### config.mk
export PLATFORM = sky130hd
export DESIGN_NAME = sa_tile_sched_flat
export DESIGN_NICKNAME = d
export VERILOG_FILES = /design/src/rtl/sa_tile_sched_pkg.sv /design/src/rtl/sa_tile_sched_if.sv /design/src/rtl/sa_tile_cnt.sv /design/src/rtl/sa_tile_sched.sv /design/src/flat_wrapper.sv
export SDC_FILE = /design/constraint.sdc
export NUM_CORES = 1
export LEC_CHECK = 0
export CAP_MARGIN = 20
export CORE_MARGIN = 8
export CORE_UTILIZATION = 35
export DETAILED_ROUTE_END_ITERATION = 7
export PLACE_DENSITY_LB_ADDON = 0.2
export SLEW_MARGIN = 25
export SYNTH_ARGS = -nofsm -noshare
export SYNTH_HDL_FRONTEND = slang
export SYNTH_HIERARCHICAL = 1
export SYNTH_SLANG_ARGS = --single-unit
### constraint.sdc
create_clock -name clk -period 4.6 [get_ports clk]
set_input_delay 1.38 -clock clk [delete_from_list [all_inputs] [get_ports clk]]
set_output_delay 1.38 -clock clk [all_outputs]
set_load 0.1 [all_outputs]
### src/rtl/sa_tile_sched_pkg.sv
// Shared types for the systolic-array tile scheduler: FSM states and the latched tile command.
package sa_pkg;

  localparam int unsigned CNT_MAX_W = 16;

  typedef enum logic [2:0] {
    IDLE,
    ISSUE,
    WAIT,
    NEXT,
    DONE
  } sched_state_e;

  typedef struct packed {
    logic [CNT_MAX_W-1:0] num_m;
    logic [CNT_MAX_W-1:0] num_n;
    logic [CNT_MAX_W-1:0] num_k;
  } tile_cmd_t;

endpackage

### src/rtl/sa_tile_sched_if.sv
// Host command channel plus engine start/done handshake and per-tile addressing of the tile scheduler.
interface sa_tile_sched_if #(
  parameter int unsigned CNT_W  = 4,
  parameter int unsigned ADDR_W = 8
);
  logic              i_cmd_valid;
  logic              o_cmd_ready;
  logic [CNT_W-1:0]  i_num_m;
  logic [CNT_W-1:0]  i_num_n;
  logic [CNT_W-1:0]  i_num_k;
  logic              i_abort;
  logic              o_eng_start;
  logic              i_eng_done;
  logic [ADDR_W-1:0] o_in_base;
  logic [ADDR_W-1:0] o_w_base;
  logic [ADDR_W-1:0] o_out_base;
  logic              o_acc;
  logic              o_busy;
  logic              o_done;
  logic              o_aborted;

  modport master (
    output i_cmd_valid, i_num_m, i_num_n, i_num_k, i_abort, i_eng_done,
    input  o_cmd_ready, o_eng_start, o_in_base, o_w_base, o_out_base,
           o_acc, o_busy, o_done, o_aborted
  );

  modport slave (
    input  i_cmd_valid, i_num_m, i_num_n, i_num_k, i_abort, i_eng_done,
    output o_cmd_ready, o_eng_start, o_in_base, o_w_base, o_out_base,
           o_acc, o_busy, o_done, o_aborted
  );
endinterface

### src/rtl/sa_tile_cnt.sv
// Nested m/n/k tile counter, k innermost; flags the wrap points and the final tile of a command.
module sa_tile_cnt
  import sa_pkg::*;
#(
  parameter int unsigned CNT_W = 4
) (
  input  logic             clk,
  input  logic             rst_n,
  input  logic             i_load,
  input  tile_cmd_t        i_cmd,
  input  logic             i_step,
  output logic [CNT_W-1:0] o_k,
  output logic             o_k_last,
  output logic             o_n_last,
  output logic             o_last
);

  tile_cmd_t        r_cmd;
  logic [CNT_W-1:0] r_m;
  logic [CNT_W-1:0] r_n;
  logic [CNT_W-1:0] r_k;
  logic             w_m_last;

  always_comb begin
    o_k_last = (r_k == CNT_W'(r_cmd.num_k - CNT_MAX_W'(1)));
    o_n_last = (r_n == CNT_W'(r_cmd.num_n - CNT_MAX_W'(1)));
    w_m_last = (r_m == CNT_W'(r_cmd.num_m - CNT_MAX_W'(1)));
    o_last   = o_k_last && o_n_last && w_m_last;
  end

  assign o_k = r_k;

  always_ff @(posedge clk or negedge rst_n) begin
    if (!rst_n) begin
      r_cmd <= '0;
      r_m   <= '0;
      r_n   <= '0;
      r_k   <= '0;
    end else if (i_load) begin
      r_cmd <= i_cmd;
      r_m   <= '0;
      r_n   <= '0;
      r_k   <= '0;
    end else if (i_step) begin
      if (!o_k_last) begin
        r_k <= r_k + CNT_W'(1);
      end else begin
        r_k <= '0;
        if (!o_n_last) begin
          r_n <= r_n + CNT_W'(1);
        end else begin
          r_n <= '0;
          r_m <= r_m + CNT_W'(1);
        end
      end
    end
  end

endmodule

### src/rtl/sa_tile_sched.sv
// GEMM tile scheduler: accepts one M x N x K command and issues one engine start per tile,
// k innermost, with base addresses built by stride accumulators instead of multipliers.
module sa_tile_sched
  import sa_pkg::*;
#(
  parameter int unsigned CNT_W      = 4,
  parameter int unsigned ADDR_W     = 8,
  parameter int unsigned IN_STRIDE  = 8,
  parameter int unsigned W_STRIDE   = 8,
  parameter int unsigned OUT_STRIDE = 8
) (
  input logic            clk,
  input logic            rst_n,
  sa_tile_sched_if.slave bus
);

  localparam logic [ADDR_W-1:0] IN_S  = ADDR_W'(IN_STRIDE);
  localparam logic [ADDR_W-1:0] W_S   = ADDR_W'(W_STRIDE);
  localparam logic [ADDR_W-1:0] OUT_S = ADDR_W'(OUT_STRIDE);

  sched_state_e      r_state, w_next;
  tile_cmd_t         w_cmd;
  logic              w_accept, w_zero, w_step, w_end_abort;
  logic              w_k_last, w_n_last, w_last;
  logic [CNT_W-1:0]  w_k;
  logic              r_aborted;
  logic [ADDR_W-1:0] r_in, r_in_row, r_w, r_w_col, r_w_kstep, r_out;

  always_comb begin
    w_cmd.num_m = CNT_MAX_W'(bus.i_num_m);
    w_cmd.num_n = CNT_MAX_W'(bus.i_num_n);
    w_cmd.num_k = CNT_MAX_W'(bus.i_num_k);
    w_zero      = (bus.i_num_m == '0) || (bus.i_num_n == '0) || (bus.i_num_k == '0);
  end

  sa_tile_cnt #(.CNT_W(CNT_W)) u_cnt (
    .clk      (clk),
    .rst_n    (rst_n),
    .i_load   (w_accept),
    .i_cmd    (w_cmd),
    .i_step   (w_step),
    .o_k      (w_k),
    .o_k_last (w_k_last),
    .o_n_last (w_n_last),
    .o_last   (w_last)
  );

  always_ff @(posedge clk or negedge rst_n) begin
    if (!rst_n) r_state <= IDLE;
    else        r_state <= w_next;
  end

  // A zero-count command passes through NEXT with the abort flag preset, so it ends
  // with the same two-cycle accept-to-done spacing as a normal final tile.
  always_comb begin
    w_next      = r_state;
    w_accept    = 1'b0;
    w_step      = 1'b0;
    w_end_abort = 1'b0;
    case (r_state)
      IDLE: begin
        if (bus.i_cmd_valid) begin
          w_accept = 1'b1;
          w_next   = w_zero ? NEXT : ISSUE;
        end
      end
      ISSUE: w_next = WAIT;
      WAIT:  if (bus.i_eng_done) w_next = NEXT;
      NEXT: begin
        if (bus.i_abort || r_aborted) begin
          w_end_abort = 1'b1;
          w_next      = DONE;
        end else if (w_last) begin
          w_next = DONE;
        end else begin
          w_step = 1'b1;
          w_next = ISSUE;
        end
      end
      DONE:    w_next = IDLE;
      default: w_next = IDLE;
    endcase
  end

  // in_row tracks m*num_k*IN_S, w_col tracks n*W_S; k wrap rewinds, n wrap carries forward.
  always_ff @(posedge clk or negedge rst_n) begin
    if (!rst_n) begin
      r_aborted <= 1'b0;
      r_in      <= '0;
      r_in_row  <= '0;
      r_w       <= '0;
      r_w_col   <= '0;
      r_w_kstep <= '0;
      r_out     <= '0;
    end else if (w_accept) begin
      r_aborted <= w_zero;
      r_in      <= '0;
      r_in_row  <= '0;
      r_w       <= '0;
      r_w_col   <= '0;
      r_w_kstep <= ADDR_W'(bus.i_num_n) * W_S;
      r_out     <= '0;
    end else begin
      if (w_end_abort) r_aborted <= 1'b1;
      if (w_step) begin
        if (!w_k_last) begin
          r_in <= r_in + IN_S;
          r_w  <= r_w + r_w_kstep;
        end else if (!w_n_last) begin
          r_in    <= r_in_row;
          r_w     <= r_w_col + W_S;
          r_w_col <= r_w_col + W_S;
          r_out   <= r_out + OUT_S;
        end else begin
          r_in     <= r_in + IN_S;
          r_in_row <= r_in + IN_S;
          r_w      <= '0;
          r_w_col  <= '0;
          r_out    <= r_out + OUT_S;
        end
      end
    end
  end

  assign bus.o_cmd_ready = (r_state == IDLE);
  assign bus.o_busy      = (r_state != IDLE);
  assign bus.o_eng_start = (r_state == ISSUE);
  assign bus.o_done      = (r_state == DONE);
  assign bus.o_aborted   = (r_state == DONE) && r_aborted;
  assign bus.o_acc       = (w_k != '0);
  assign bus.o_in_base   = r_in;
  assign bus.o_w_base    = r_w;
  assign bus.o_out_base  = r_out;

endmodule

### src/flat_wrapper.sv
// flat-port wrapper written by rule: the top's interface ports become plain ports
module sa_tile_sched_flat import sa_pkg::*;
#(
  parameter int unsigned CNT_W      = 4,
  parameter int unsigned ADDR_W     = 8,
  parameter int unsigned IN_STRIDE  = 8,
  parameter int unsigned W_STRIDE   = 8,
  parameter int unsigned OUT_STRIDE = 8
)
  (clk, rst_n, bus_i_cmd_valid, bus_i_num_m, bus_i_num_n, bus_i_num_k, bus_i_abort, bus_i_eng_done, bus_o_cmd_ready, bus_o_eng_start, bus_o_in_base, bus_o_w_base, bus_o_out_base, bus_o_acc, bus_o_busy, bus_o_done, bus_o_aborted);
  sa_tile_sched_if #(.CNT_W(CNT_W), .ADDR_W(ADDR_W)) bus_i ();
  input logic clk;
  input logic rst_n;
  input wire logic [$bits(bus_i.i_cmd_valid)-1:0] bus_i_cmd_valid;
  input wire logic [$bits(bus_i.i_num_m)-1:0] bus_i_num_m;
  input wire logic [$bits(bus_i.i_num_n)-1:0] bus_i_num_n;
  input wire logic [$bits(bus_i.i_num_k)-1:0] bus_i_num_k;
  input wire logic [$bits(bus_i.i_abort)-1:0] bus_i_abort;
  input wire logic [$bits(bus_i.i_eng_done)-1:0] bus_i_eng_done;
  output wire logic [$bits(bus_i.o_cmd_ready)-1:0] bus_o_cmd_ready;
  output wire logic [$bits(bus_i.o_eng_start)-1:0] bus_o_eng_start;
  output wire logic [$bits(bus_i.o_in_base)-1:0] bus_o_in_base;
  output wire logic [$bits(bus_i.o_w_base)-1:0] bus_o_w_base;
  output wire logic [$bits(bus_i.o_out_base)-1:0] bus_o_out_base;
  output wire logic [$bits(bus_i.o_acc)-1:0] bus_o_acc;
  output wire logic [$bits(bus_i.o_busy)-1:0] bus_o_busy;
  output wire logic [$bits(bus_i.o_done)-1:0] bus_o_done;
  output wire logic [$bits(bus_i.o_aborted)-1:0] bus_o_aborted;
  assign bus_i.i_cmd_valid = bus_i_cmd_valid;
  assign bus_i.i_num_m = bus_i_num_m;
  assign bus_i.i_num_n = bus_i_num_n;
  assign bus_i.i_num_k = bus_i_num_k;
  assign bus_i.i_abort = bus_i_abort;
  assign bus_i.i_eng_done = bus_i_eng_done;
  assign bus_o_cmd_ready = bus_i.o_cmd_ready;
  assign bus_o_eng_start = bus_i.o_eng_start;
  assign bus_o_in_base = bus_i.o_in_base;
  assign bus_o_w_base = bus_i.o_w_base;
  assign bus_o_out_base = bus_i.o_out_base;
  assign bus_o_acc = bus_i.o_acc;
  assign bus_o_busy = bus_i.o_busy;
  assign bus_o_done = bus_i.o_done;
  assign bus_o_aborted = bus_i.o_aborted;
  sa_tile_sched #(.CNT_W(CNT_W), .ADDR_W(ADDR_W), .IN_STRIDE(IN_STRIDE), .W_STRIDE(W_STRIDE), .OUT_STRIDE(OUT_STRIDE)) u_core (.clk(clk), .rst_n(rst_n), .bus(bus_i));
endmodule
Word-level counts from Yosys, hierarchy flattened

Index checks and enable logic that the tools add are counted.

Register bits: 68
Input port bits: 17
Output and inout port bits: 30
Word-level logic and storage cells: 94

Add/subtract/negate cells: 10
Eq/ne operators: 9
Mux-type cells: 43
Reduce and logical (&&, ||, !) cells: 19

Operator list:

| kind                                                 | number |
|---|---|
| 2-to-1 mux 8 bit                                     | 17 |
| 2-to-1 mux 4 bit                                     | 11 |
| adder 8 x 4 -> 8 bit (second input constant)         | 3 |
| adder 4 x 1 -> 4 bit (second input constant)         | 3 |
| equality test 4 bit                                  | 3 |
| zero test 4 bit                                      | 3 |
| 2-to-1 mux 3 bit                                     | 4 |
| case mux 3 bit (4 select lines)                      | 1 |
| subtractor 4 x 1 -> 4 bit (second input constant)    | 3 |
| 2-to-1 mux 1 bit                                     | 9 |
| adder 8 x 7 -> 8 bit                                 | 1 |
| nonzero test 2 bit                                   | 4 |
| equality test 3 x 2 -> 1 bit (second input constant) | 2 |
| inequality test 2 bit (second input constant)        | 2 |
| AND reduction 2 bit                                  | 2 |
| nonzero test 4 bit                                   | 1 |
| equality test 3 x 1 -> 1 bit (second input constant) | 1 |
| equality test 3 bit (second input constant)          | 1 |
| logical AND 1 bit                                    | 3 |
| zero test 3 bit                                      | 1 |
| logical OR 1 bit                                     | 3 |
| AND reduction 3 bit                                  | 1 |
| nonzero test 3 bit                                   | 1 |
| 2-to-1 mux 2 bit                                     | 1 |

Logic depth before layout (Yosys ltp)

Gate-level depths: netlist of run 1.

Word-level depth: 9
Gate-level depth with buffers: 17
Mapped depth without buffers: 14

Modules after synthesis

The synthesis of run 1 kept the hierarchy.

Modules (own cells, without submodules):

| module        | instances | cells an instance | area each (µm²) | seq. area each (µm²) |
|---|---|---|---|---|
| sa_tile_sched | 1         | 224               | 2224.6          | 1126.1 |
| sa_tile_cnt   | 1         | 139               | 1385.1          | 600.6 |

Worst setup path after synthesis of run 1

OpenSTA, ideal clock, no wires.

Kind: reg2out
From: reg u_core.r_state[1]
To: out bus_o_eng_start
Arrival: 2.661 ns
Data required time: 3.220 ns
Setup slack: 0.559 ns
Cell stages (with the launch flop): 2
Buffers on the path: 0
Cell sequence: dfrtp_1 nor3b_1

Cells in the longest elaborated chain, start to end: 1

RTL lines:

| element                      | RTL line             | source |
|---|---|---|
| start: declaration           | sa_tile_sched.sv:21  | `sched_state_e r_state, w_next;` |
| start signal: assignment     | sa_tile_sched.sv:50  | `else r_state <= w_next;` |
| equality test 3 x 1 -> 1 bit | sa_tile_sched.sv:127 | `assign bus.o_eng_start = (r_state == ISSUE);` |
| end: declaration             | flat_wrapper.sv:21   | `output wire logic [$bits(bus_i.o_eng_start)-1:0] bus_o_eng_start;` |

No other way between the ends.

Worst setup path in the final report of run 1

From: reg u_core/u_cnt/r_cmd[0] (netlist name)
To: reg u_core.u_cnt.r_n[1]

Cells in the longest elaborated chain, start to end: 9
Elaborated cells between the ends (all ways): 10
Those cells by class: add/sub (1); eq/ne (1); mux (3); reduce/logical (5)

RTL lines:

| element                              | RTL line            | source |
|---|---|---|
| start: declaration                   | sa_tile_cnt.sv:18   | `tile_cmd_t r_cmd;` |
| start signal: assignment             | sa_tile_cnt.sv:40   | `r_cmd <= i_cmd;` |
| subtractor 4 x 1 -> 4 bit            | sa_tile_cnt.sv:25   | `o_k_last = (r_k == CNT_W'(r_cmd.num_k - CNT_MAX_W'(1)));` |
| equality test 4 bit                  | sa_tile_cnt.sv:25   |  |
| logical AND 1 bit (2 in a row)       | sa_tile_cnt.sv:28   | `o_last = o_k_last && o_n_last && w_m_last;` |
| via u_core.w_last                    | sa_tile_sched.sv:24 | `logic w_k_last, w_n_last, w_last;` |
| 2-to-1 mux 1 bit                     | sa_tile_sched.sv:73 | `end else if (w_last) begin` |
| 2-to-1 mux 1 bit                     | sa_tile_sched.sv:70 | `if (bus.i_abort \|\| r_aborted) begin` |
| 2-to-1 mux 1 bit                     | sa_tile_sched.sv:60 | `case (r_state)` |
| nonzero test 2 bit (no source line)  | --                  |  |
| AND reduction 2 bit (no source line) | --                  |  |
| end signal: assignment               | sa_tile_cnt.sv:50   | `r_n <= r_n + CNT_W'(1);` |
| end: declaration                     | sa_tile_cnt.sv:20   | `logic [CNT_W-1:0] r_n;` |

The timed path passes the listed nets, and every way through them passes these cells.
A chain may end at the register's enable or synchronous reset.

==> results of run 1 <==
## area by class of cell
cell class              count  area share
clock buffers               9      0.0284
flip-flops and latches     69       0.396
clock inverters             7      0.0207
inverters                  23      0.0198
well taps                 136      0.0391
repair buffers             48       0.106
multi-input cells         253       0.389
## through the flow
| stage | hold WS [ns] | cells | util |
|---|---|---|---|
| floorplan | 0.450 | 365 | - |
| global placement | 0.473 | 529 | 0.407 |
| detailed placement | 0.475 | 529 | 0.407 |
| CTS | 0.496 | 545 | 0.428 |
| global route | 0.516 | 545 | 0.428 |
| finish | 0.484 | 545 | 0.428 |
## cell usage after synthesis, types with 3 or more instances
master     n
nor4_1     6
inv_1     21
clkbuf_1  10
or4_1      3
dfrtp_1   69
buf_2      3
nand4_1    3
nor2_1    23
o21ai_1   10
a22o_1     8
nand2_1   34
a211oi_1   3
and3_1     5
nor2b_1    3
a21o_1     4
nand3_1   22
mux2i_1    5
nand3b_1   3
ha_1      13
a21oi_1   14
buf_4      6
mux2_2     7
o21ai_0   13
o31ai_1    5
xnor2_1   12
nand2b_1   6
xor2_1    13
nor3b_1    3
nor3_1     5
## sequential cells by signal (all words and copies together), names as in the netlist
name	count
u_core/u_cnt/r_cmd	12
u_core/bus.o_in_base	8
u_core/bus.o_w_base	8
u_core/r_in_row	8
u_core/r_w_col	8
u_core/bus.o_out_base	5
u_core/r_w_kstep	4
u_core/u_cnt/o_k	4
u_core/u_cnt/r_m	4
u_core/u_cnt/r_n	4
u_core/r_state	3
u_core/r_aborted	1
## worst reg2reg max path: stages, from the launching register on
cell and delay (ns):
dfrtp_1 0.38, inv_1 0.07, ha_1 0.31, xnor2_1 0.24, and4bb_2 0.28, a22oi_2 0.39
nor4_1 0.17, nor3_4 0.35, nand2_2 0.19, inv_2 0.32, nand2b_1 0.09, nor4_1 0.19
a32o_1 0.31, nand2_1 0.11, o32ai_1 0.22
## where the power goes
group / internal [mW] / switching, mW
Combinational: 0.395 / 0.761
Clock: 0.302 / 0.239
Sequential: 0.730 / 0.122
Total: 1.43 / 1.12
## cells by family after synthesis
logic type,share of synthesized area
and+or+nand+nor,0.181
AOI/OAI and AO/OA,0.132
DFF,0.478
buffers and inverters,0.0541
xor gates and xnor gates,0.0672
adders and majority gates,0.0506
muxes,0.0357
other,0.00104
## worst min path at each step
| stage | from | endpoint | slack [ns] |
|---|---|---|---|
| 2_1_floorplan | u_core/r_w_kstep[3] | u_core/r_w_kstep[3] | 0.45 |
| 3_3_place_gp | u_core/r_w_col[1] | u_core/bus.o_w_base[1] | 0.47 |
| 3_5_place_dp | u_core/r_w_col[1] | u_core/bus.o_w_base[1] | 0.47 |
| 4_1_cts | u_core/r_w_kstep[6] | u_core/r_w_kstep[6] | 0.50 |
| 5_1_grt | u_core/r_w_kstep[6] | u_core/r_w_kstep[6] | 0.52 |
| 6_report | u_core/r_w_kstep[6] | u_core/r_w_kstep[6] | 0.48 |
## layer usage
metal	wire, um	up-vias
met5	0	-
met4	121	0
met2	3720	47
met3	313	9
li1	-	1349
met1	3850	1320
==> flow_summary.yaml, run 1 <==
worst_setup_path:
  startpoint_type: "flip-flop"
  path_depth: 14
  crit_buf_inv: 2
  r2r_end: "u_core/u_cnt/r_n[1]"
  critical_path_required_ns: 4.86
  crit_path_max_incr_delay_ns: 0.39
  reg2regPathDepth: 14
  crit_top_cell: "nor4_1"
  crit_arrival_ns: 3.97
  endpoint: "u_core/u_cnt/r_n[1]"
  timing.rr.start: "u_core/u_cnt/r_cmd[0]"
  crit_path_end_kind: "flip-flop"
  cp_cell_sequence: "inv_1, ha_1, xnor2_1, and4bb_2, a22oi_2, nor4_1, nor3_4, nand2_2, inv_2, nand2b_1, nor4_1, a32o_1, nand2_1, o32ai_1"
  worstSetupStartpoint: "u_core/u_cnt/r_cmd[0]"
  critPathMaxFanout: 18
  r2r_slack_ns: 0.88
  critical_path.top_delay_family: "simple AND/OR/NAND/NOR gates"
  path_class: "flip-flop to flip-flop"
  cp_slowest_cell: "a22oi_2"
sta:
  min_period_ns: 3.72
  finalSetupTns_ns: 0
  rsz0062_at_grt: "false"
  min_period_over_period: 0.808
  drv_slew: 0
  final-hold-violation-count: 0
  fmaxAchievable_mhz: 269
  setup_viol: 0
  timing.final.ws_setup_ns: 0.884
  slew_headroom: 0.344
  worst_pin_slew_ns: 0.981
  finClkSkew_ns: 0.0118
worst_hold_path:
  worstHoldPathCells: 2
  hold_path.class: "flip-flop to flip-flop"
finish:
  antenna_cells: 0
  drive_gt1_frac: 0.0954
  design_area_um2: 4360
  multi_input_comb_area_um2: 1700
  layout_commonest_cell: "dfrtp_1"
  area_growth_pct: 20.7
  fill_cells: 996
  seqCellArea_um2: 1730
  final_cell_mix: "dfrtp_1, clkdlybuf4s50_1, nand2_1"
  fin_nets: 435
detailed_routing:
  route.detailed.drc: 0
  viasPerCell: 5.00
  vias: 2725
  drt_first_pass_iters: 4
  wire_per_inst_um: 14.7
  wirelength_um: 8000
  drtIter0Drc: 100
  drt.antenna.violating_nets: 0
pwr:
  ir_worst_vdd_v: 0.000291
  p_leak_nw: 1.94
  fin_total_pwr_mw: 2.55
  p_per_area_nw_per_um2: 585
placed_design:
  portBuffers: 43
  post-place-ws_ns: 0.801
  place_area_um2: 4140
  dp_hpwl_um: 5680
  gp_congestion: 0.725
global_routing:
  grt-ovfl-total: 0
  grtUsageMet1: 0.150
  grt_usage: 0.120
  grt_use_met3: 0.0388
  grt_pass1_wl_um: 13500
  grt_max_degree: 70
  use_met2: 0.188
  antenna_found_initial: 0
  grt_pass1_vias: 2702
  grt_busiest_layer: "met2"
job:
  maxCapViolCount: 0
clock_tree:
  hold_buffers: 0
  cts_buffers: 9
  clkTransAtPathRegs_ns: 0.08
  cts_tree: "done"
  cts_root_buf: "clkbuf_8"
  htree_levels: 3
  clk_path_buf_depth: 2
  numClockSinks: 69
  cts_setup_buffers: 0
  worstSkewPairLatency_ns: 0.36
  post_cts_resized: 0
outcome:
  status: "finished, final reports clean"
yosys:
  synth_top_area_cell: "dfrtp_1"
  synth_top_area_share: 0.478
  synth_cell_types: 55
  async_flop_share: 1.00
  synthFlopType: "dfrtp_1"
  ys.warnings.count: 6
  syn_area_um2: 3610
  ys_seq_elements: 69
  syn-instance-count: 363
  synth-seq-area-share: 0.478
  synth_edf_count: 0
  syn_area_per_cell_um2: 9.94
  synth.area.top_cells: "dfrtp_1, ha_1, nand2_1"
floorplan:
  core_um2: 10200
  rows: 37
  die_area_um2: 13800
  die_w_um: 118
  start_util: 0.354
  die_height_um: 118
  pin_count: 47
Power figures use the tool's default switching activity.
==> inputs of run 2 (changes only) <==
==> constraint.sdc (replaced) <==
create_clock -name clk -period 3.6 [get_ports clk]
set_input_delay 1.08 -clock clk [delete_from_list [all_inputs] [get_ports clk]]
set_output_delay 1.08 -clock clk [all_outputs]
set_load 0.1 [all_outputs]
==> run 2 against run 1 <==
Against the previous run:
- combinational power grew 28%
- global-route usage rose by 0.47 points
- worst setup slack got worse by 0.61 ns
- maximum frequency increased by 12%
- final area fell by 0.32%
- critical path depth unchanged
- critical endpoint is now u_core/u_cnt/r_n[0]
- wire length up 3.4%
- sequential share of layout area grew 0.13 points
- via count rose by 2.0%
- largest cell class unchanged
==> flow_summary.yaml, run 2 (synthesized netlist as in run 1, its figures left out) <==
worst_setup_path:
  critPathMaxFanout: 9
  path_class: "flip-flop to flip-flop"
  reg2regPathDepth: 14
  timing.rr.start: "u_core/u_cnt/r_cmd[16]"
  crit_arrival_ns: 3.58
  r2r_slack_ns: 0.28
  startpoint_type: "flip-flop"
  r2r_end: "u_core/u_cnt/r_n[0]"
  crit_path_end_kind: "flip-flop"
  critical_path_required_ns: 3.85
pwr:
  ir_worst_vdd_v: 0.000288
  fin_total_pwr_mw: 3.25
  p_leak_nw: 2.02
  p_per_area_nw_per_um2: 748
floorplan:
  pin_count: 47
  die_w_um: 118
  die_height_um: 118
  rows: 37
  core_um2: 10200
  start_util: 0.354
  die_area_um2: 13800
detailed_routing:
  vias: 2779
  drt_first_pass_iters: 4
  wirelength_um: 8280
  route.detailed.drc: 0
  viasPerCell: 5.04
  drt.antenna.violating_nets: 0
  drtIter0Drc: 100
  wire_per_inst_um: 15.0
sta:
  drv_slew: 0
  worst_pin_slew_ns: 0.800
  final-hold-violation-count: 0
  finClkSkew_ns: 0.0110
  finalSetupTns_ns: 0
  min_period_ns: 3.32
  whs_ns: 0.493
  fmaxAchievable_mhz: 301
  min_period_over_period: 0.924
  rsz0062_at_grt: "false"
  timing.final.ws_setup_ns: 0.275
  slew_headroom: 0.466
  setup_viol: 0
placed_design:
  post-place-ws_ns: 0.234
  place_area_um2: 4130
  gp_congestion: 0.888
  dpl.cell_count: 535
  portBuffers: 43
  dp_hpwl_um: 6200
clock_tree:
  cts_tree: "done"
  htree_levels: 3
  numClockSinks: 69
  worstSkewPairLatency_ns: 0.35
  clk_path_buf_depth: 2
  cts_setup_buffers: 0
  cts_root_buf: "clkbuf_8"
  cts_buffers: 9
  clkTransAtPathRegs_ns: 0.08
finish:
  largest_reg_flops: 12
  layout_commonest_cell: "dfrtp_1"
  area_growth_pct: 20.3
  regMostFlops: "u_core/u_cnt/r_cmd"
  design_area_um2: 4340
  drive_gt1_frac: 0.178
  final_util: 0.426
  fin_nets: 441
  fill_cells: 1024
  final_cell_mix: "dfrtp_1, buf_4, nand2_1"
  layoutNonFillerInstCount: 551
  antenna_cells: 0
job:
  maxCapViolCount: 0
outcome:
  status: "finished, final reports clean"
global_routing:
  grt_pass1_wl_um: 14300
  grt_usage: 0.125
  grt_max_degree: 38
  grt_pass1_vias: 2964
  antenna_found_initial: 0
  grt-ovfl-total: 0
worst_hold_path:
  hold_path.class: "flip-flop to flip-flop"
  worstHoldPathCells: 1
  hold_path_end: "u_core/bus.o_w_base[2]"
  min_from: "u_core/r_w_col[2]"
run 2: changes by cell type in the layout (fill, tap and decap cells not counted), sizes merged:
cell           previous run  this run
inv                      23        26
clkinvlp                  2         1
clkinv                    3         2
bufinv                    2         1
buf                       6        39
clkdlybuf4s50            42        15
run 2: critical path: stages, from the launching register on:
cell,delay [ns]
dfrtp_1,0.42
inv_1,0.08
ha_1,0.15
xor3_1,0.39
nor3_1,0.31
nand2_1,0.26
nor4_2,0.43
nor3_4,0.06
nand2_2,0.08
inv_2,0.08
nand2b_1,0.08
nor4_1,0.04
a32o_1,0.30
or3b_2,0.46
o31ai_1,0.08
run 2: routing by layer:
layer | routed length [um] | share of wire | global-route usage
met1 | 3820 | 0.46 | 0.149
met2 | 4010 | 0.48 | 0.209
met3 | 340 | 0.041 | 0.0345
met4 | 107 | 0.013 | 0.0456
met5 | 0 | 0 | 0
run 2: layout make-up:
class | count | area (um2) | share of cell area
Timing Repair Buffer | 54 | 440 | 0.101
Clock inverter | 7 | 81.3 | 0.0187
Multi-Input combinational cell | 253 | 1710 | 0.395
Clock buffer | 9 | 124 | 0.0285
Sequential cell | 69 | 1730 | 0.398
Inverter | 23 | 86.3 | 0.0199
Tap cell | 136 | 170 | 0.0392
run 2: where the power goes:
group	switching (mW)	internal (mW)	total, mW	leakage, nW
combinational	0.986	0.506	1.49	1.01
sequential	0.172	0.932	1.10	0.916
clock	0.320	0.329	0.649	0.101
run 2: worst max-delay path by stage:
stage                           start             endpoint  slack [ns]  depth (start not counted)
2_1_floorplan   u_core/u_cnt/r_cmd[0]  u_core/u_cnt/r_n[0]        0.16                         17
3_3_place_gp   u_core/u_cnt/r_cmd[16]  u_core/u_cnt/r_n[0]        0.44                         14
3_5_place_dp   u_core/u_cnt/r_cmd[16]  u_core/u_cnt/r_n[0]        0.23                         14
4_1_cts        u_core/u_cnt/r_cmd[16]  u_core/u_cnt/r_n[0]        0.19                         14
5_1_grt        u_core/u_cnt/r_cmd[16]  u_core/u_cnt/r_n[0]        0.06                         14
6_report       u_core/u_cnt/r_cmd[16]  u_core/u_cnt/r_n[0]        0.28                         14
run 2: what timing repair did:
| action | 4_1_cts | 5_1_grt |
|---|---|---|
| endpoints found under the setup margin | 0 | 1 |
| resized for setup | 0 | 1 |
| hold buffers | 0 | 0 |
==> inputs of run 3 (changes only) <==
--- a/config.mk
+++ b/config.mk
@@ -13,5 +13,4 @@
 export SLEW_MARGIN = 25
 export SYNTH_ARGS = -nofsm -noshare
 export SYNTH_HDL_FRONTEND = slang
-export SYNTH_HIERARCHICAL = 1
 export SYNTH_SLANG_ARGS = --single-unit
==> run 3 against run 2 <==
Against the previous run:
- sequential power fell by 5%
- critical endpoint is now u_core.r_w_col[5]
- largest power group unchanged
- combinational power rose by 10%
- critical path type unchanged
- wire length down 0.95%
- total power grew 2.5%
- largest cell class is now multi-input gates
==> flow_summary.yaml, run 3 <==
sta:
  min_period_ns: 2.73
  final-hold-violation-count: 0
  whs_ns: 0.496
  finClkSkew_ns: 0.00846
  timing.final.ws_setup_ns: 0.866
  setup_viol: 0
  slew_headroom: 0.446
  drv_slew: 0
  finalSetupTns_ns: 0
  fmaxAchievable_mhz: 366
  rsz0062_at_grt: "false"
  min_period_over_period: 0.759
  worst_pin_slew_ns: 0.831
pwr:
  p_leak_nw: 1.96
  p_clk_frac: 0.192
  combPwrFrac: 0.493
  p_int_mw: 1.73
  switching_power_mw: 1.59
  p_seq_frac: 0.315
  p_per_area_nw_per_um2: 797
  swShare: 0.479
  fin_total_pwr_mw: 3.33
  ir_worst_vdd_v: 0.000492
finish:
  drive_gt1_frac: 0.176
  layout_commonest_cell: "dfrtp_1"
  final_cell_mix: "dfrtp_1, nand2_1, buf_4"
  final_util: 0.433
  fill_cells: 982
  layoutNonFillerInstCount: 525
  design_area_um2: 4170
  seqCellArea_um2: 1630
  antenna_cells: 0
  fin_nets: 419
  area_growth_pct: 21.2
  multi_input_comb_area_um2: 1700
worst_setup_path:
  startpoint_type: "flip-flop"
  path_class: "flip-flop to flip-flop"
  reg2regPathDepth: 9
  crit_path_end_kind: "flip-flop"
  crit_arrival_ns: 3.01
  r2r_end: "u_core.r_w_col[5]"
  timing.rr.start: "u_core.r_w_kstep[3]"
  r2r_slack_ns: 0.87
  critPathMaxFanout: 17
  critical_path_required_ns: 3.88
floorplan:
  start_util: 0.357
  die_height_um: 115
  die_w_um: 115
  core_um2: 9640
  rows: 36
  pin_count: 47
  die_area_um2: 13300
clock_tree:
  cts_setup_buffers: 0
  worstSkewPairLatency_ns: 0.35
  clk_path_buf_depth: 2
  post_cts_resized: 0
  clkTransAtPathRegs_ns: 0.08
  cts_tree: "done"
  cts_buffers: 9
  cts_root_buf: "clkbuf_8"
  numClockSinks: 65
  htree_levels: 3
  hold_buffers: 0
global_routing:
  grt_usage: 0.132
  grt_max_degree: 66
  grt-ovfl-total: 0
  grt_pass1_wl_um: 13600
  grt_pass1_vias: 2586
  antenna_found_initial: 0
placed_design:
  dpl.cell_count: 509
  portBuffers: 43
  dp_hpwl_um: 5880
  place_area_um2: 3970
  gp_congestion: 0.757
  post-place-ws_ns: 0.554
yosys:
  synth_top_area_share: 0.473
  synth_top_area_cell: "dfrtp_1"
  ys.warnings.count: 0
  synthFlopType: "dfrtp_1"
  ys_seq_elements: 65
  async_flop_share: 1.00
  syn_area_um2: 3440
  syn-instance-count: 337
  synth.area.top_cells: "dfrtp_1, nand2_1, a22o_1"
  synth_edf_count: 0
  synth_cell_types: 51
  syn_area_per_cell_um2: 10.2
  yosysMostFrequentCell: "dfrtp_1"
  synth-seq-area-share: 0.473
  yosys-top-cells-count: "dfrtp_1, nand2_1, o21ai_0"
worst_hold_path:
  hold_path.class: "flip-flop to flip-flop"
  worstHoldPathCells: 1
  hold_path_end: "u_core.r_w_col[2]"
  min_from: "u_core.r_w_col[2]"
detailed_routing:
  drt.antenna.violating_nets: 0
  drt_first_pass_iters: 5
  wirelength_um: 8200
  vias: 2592
  drtIter0Drc: 132
  viasPerCell: 4.94
  route.detailed.drc: 0
  wire_per_inst_um: 15.6
job:
  maxCapViolCount: 0
outcome:
  status: "finished, final reports clean"
run 3: changes by cell type after synthesis, sizes merged, moves of 5 or more:
cell / previous run / this run
nand2: 35 / 53
a22o: 8 / 21
inv: 23 / 11
nand3: 22 / 15
and2: 1 / 6
run 3: area by class of cell:
cell class / instances / area share
inverters: 11 / 0.00990
clock buffers: 9 / 0.0297
multi-input cells: 247 / 0.408
clock inverters: 7 / 0.0186
well taps: 133 / 0.0399
repair buffers: 53 / 0.104
flip-flops and latches: 65 / 0.390
run 3: worst max-delay path, cell delays in order, from the launching register on:
cell and delay (ns):
dfrtp_1 0.43, inv_1 0.08, ha_1 0.31, xor2_1 0.17, nand3_2 0.15, nor4_4 0.65
o21a_1 0.40, buf_4 0.28, o21ai_0 0.11, o21ai_0 0.08
run 3: worst max path at each step:
stage | start | to | slack, ns
2_1_floorplan | u_core.r_state[1] | bus_o_busy | -0.15
3_3_place_gp | bus_i_abort | u_core.u_cnt.r_m[3] | 0.55
3_5_place_dp | bus_i_abort | u_core.u_cnt.r_m[3] | 0.55
4_1_cts | u_core.r_w_kstep[3] | u_core.r_w_col[5] | 0.85
5_1_grt | u_core.r_w_kstep[3] | u_core.u_cnt.r_n[2] | 0.65
6_report | u_core.r_w_kstep[3] | u_core.r_w_col[5] | 0.87
run 3: power groups by stage:
| stage | Clock [mW] | Combinational [mW] | Sequential, mW |
|---|---|---|---|
| floorplan | 0 | 1.09 | 1.24 |
| global placement | 0 | 1.63 | 1.06 |
| detailed placement | 0 | 1.65 | 1.06 |
| CTS | 0.659 | 1.66 | 1.05 |
| global route | 0.687 | 1.78 | 1.07 |
| finish | 0.638 | 1.64 | 1.05 |
run 3: metal layers:
| metal | track usage | part of all wire |
|---|---|---|
| met1 | 0.179 | 0.50 |
| met2 | 0.193 | 0.43 |
| met3 | 0.0404 | 0.064 |
| met4 | 0.0447 | 0.013 |
| met5 | 0 | 0 |
run 3: cell families (layout without fill, tap and decap cells):
| kind of cell | Yosys count | count (layout) | share of synthesized area |
|---|---|---|---|
| simple gates | 117 | 117 | 0.170 |
| mux | 10 | 10 | 0.0309 |
| other cells | 1 | 3 | 0.00109 |
| compound gates | 77 | 77 | 0.155 |
| xor+xnor | 25 | 25 | 0.0760 |
| flops | 65 | 65 | 0.473 |
| buf+inv | 27 | 80 | 0.0375 |
| fa+ha+maj | 15 | 15 | 0.0567 |
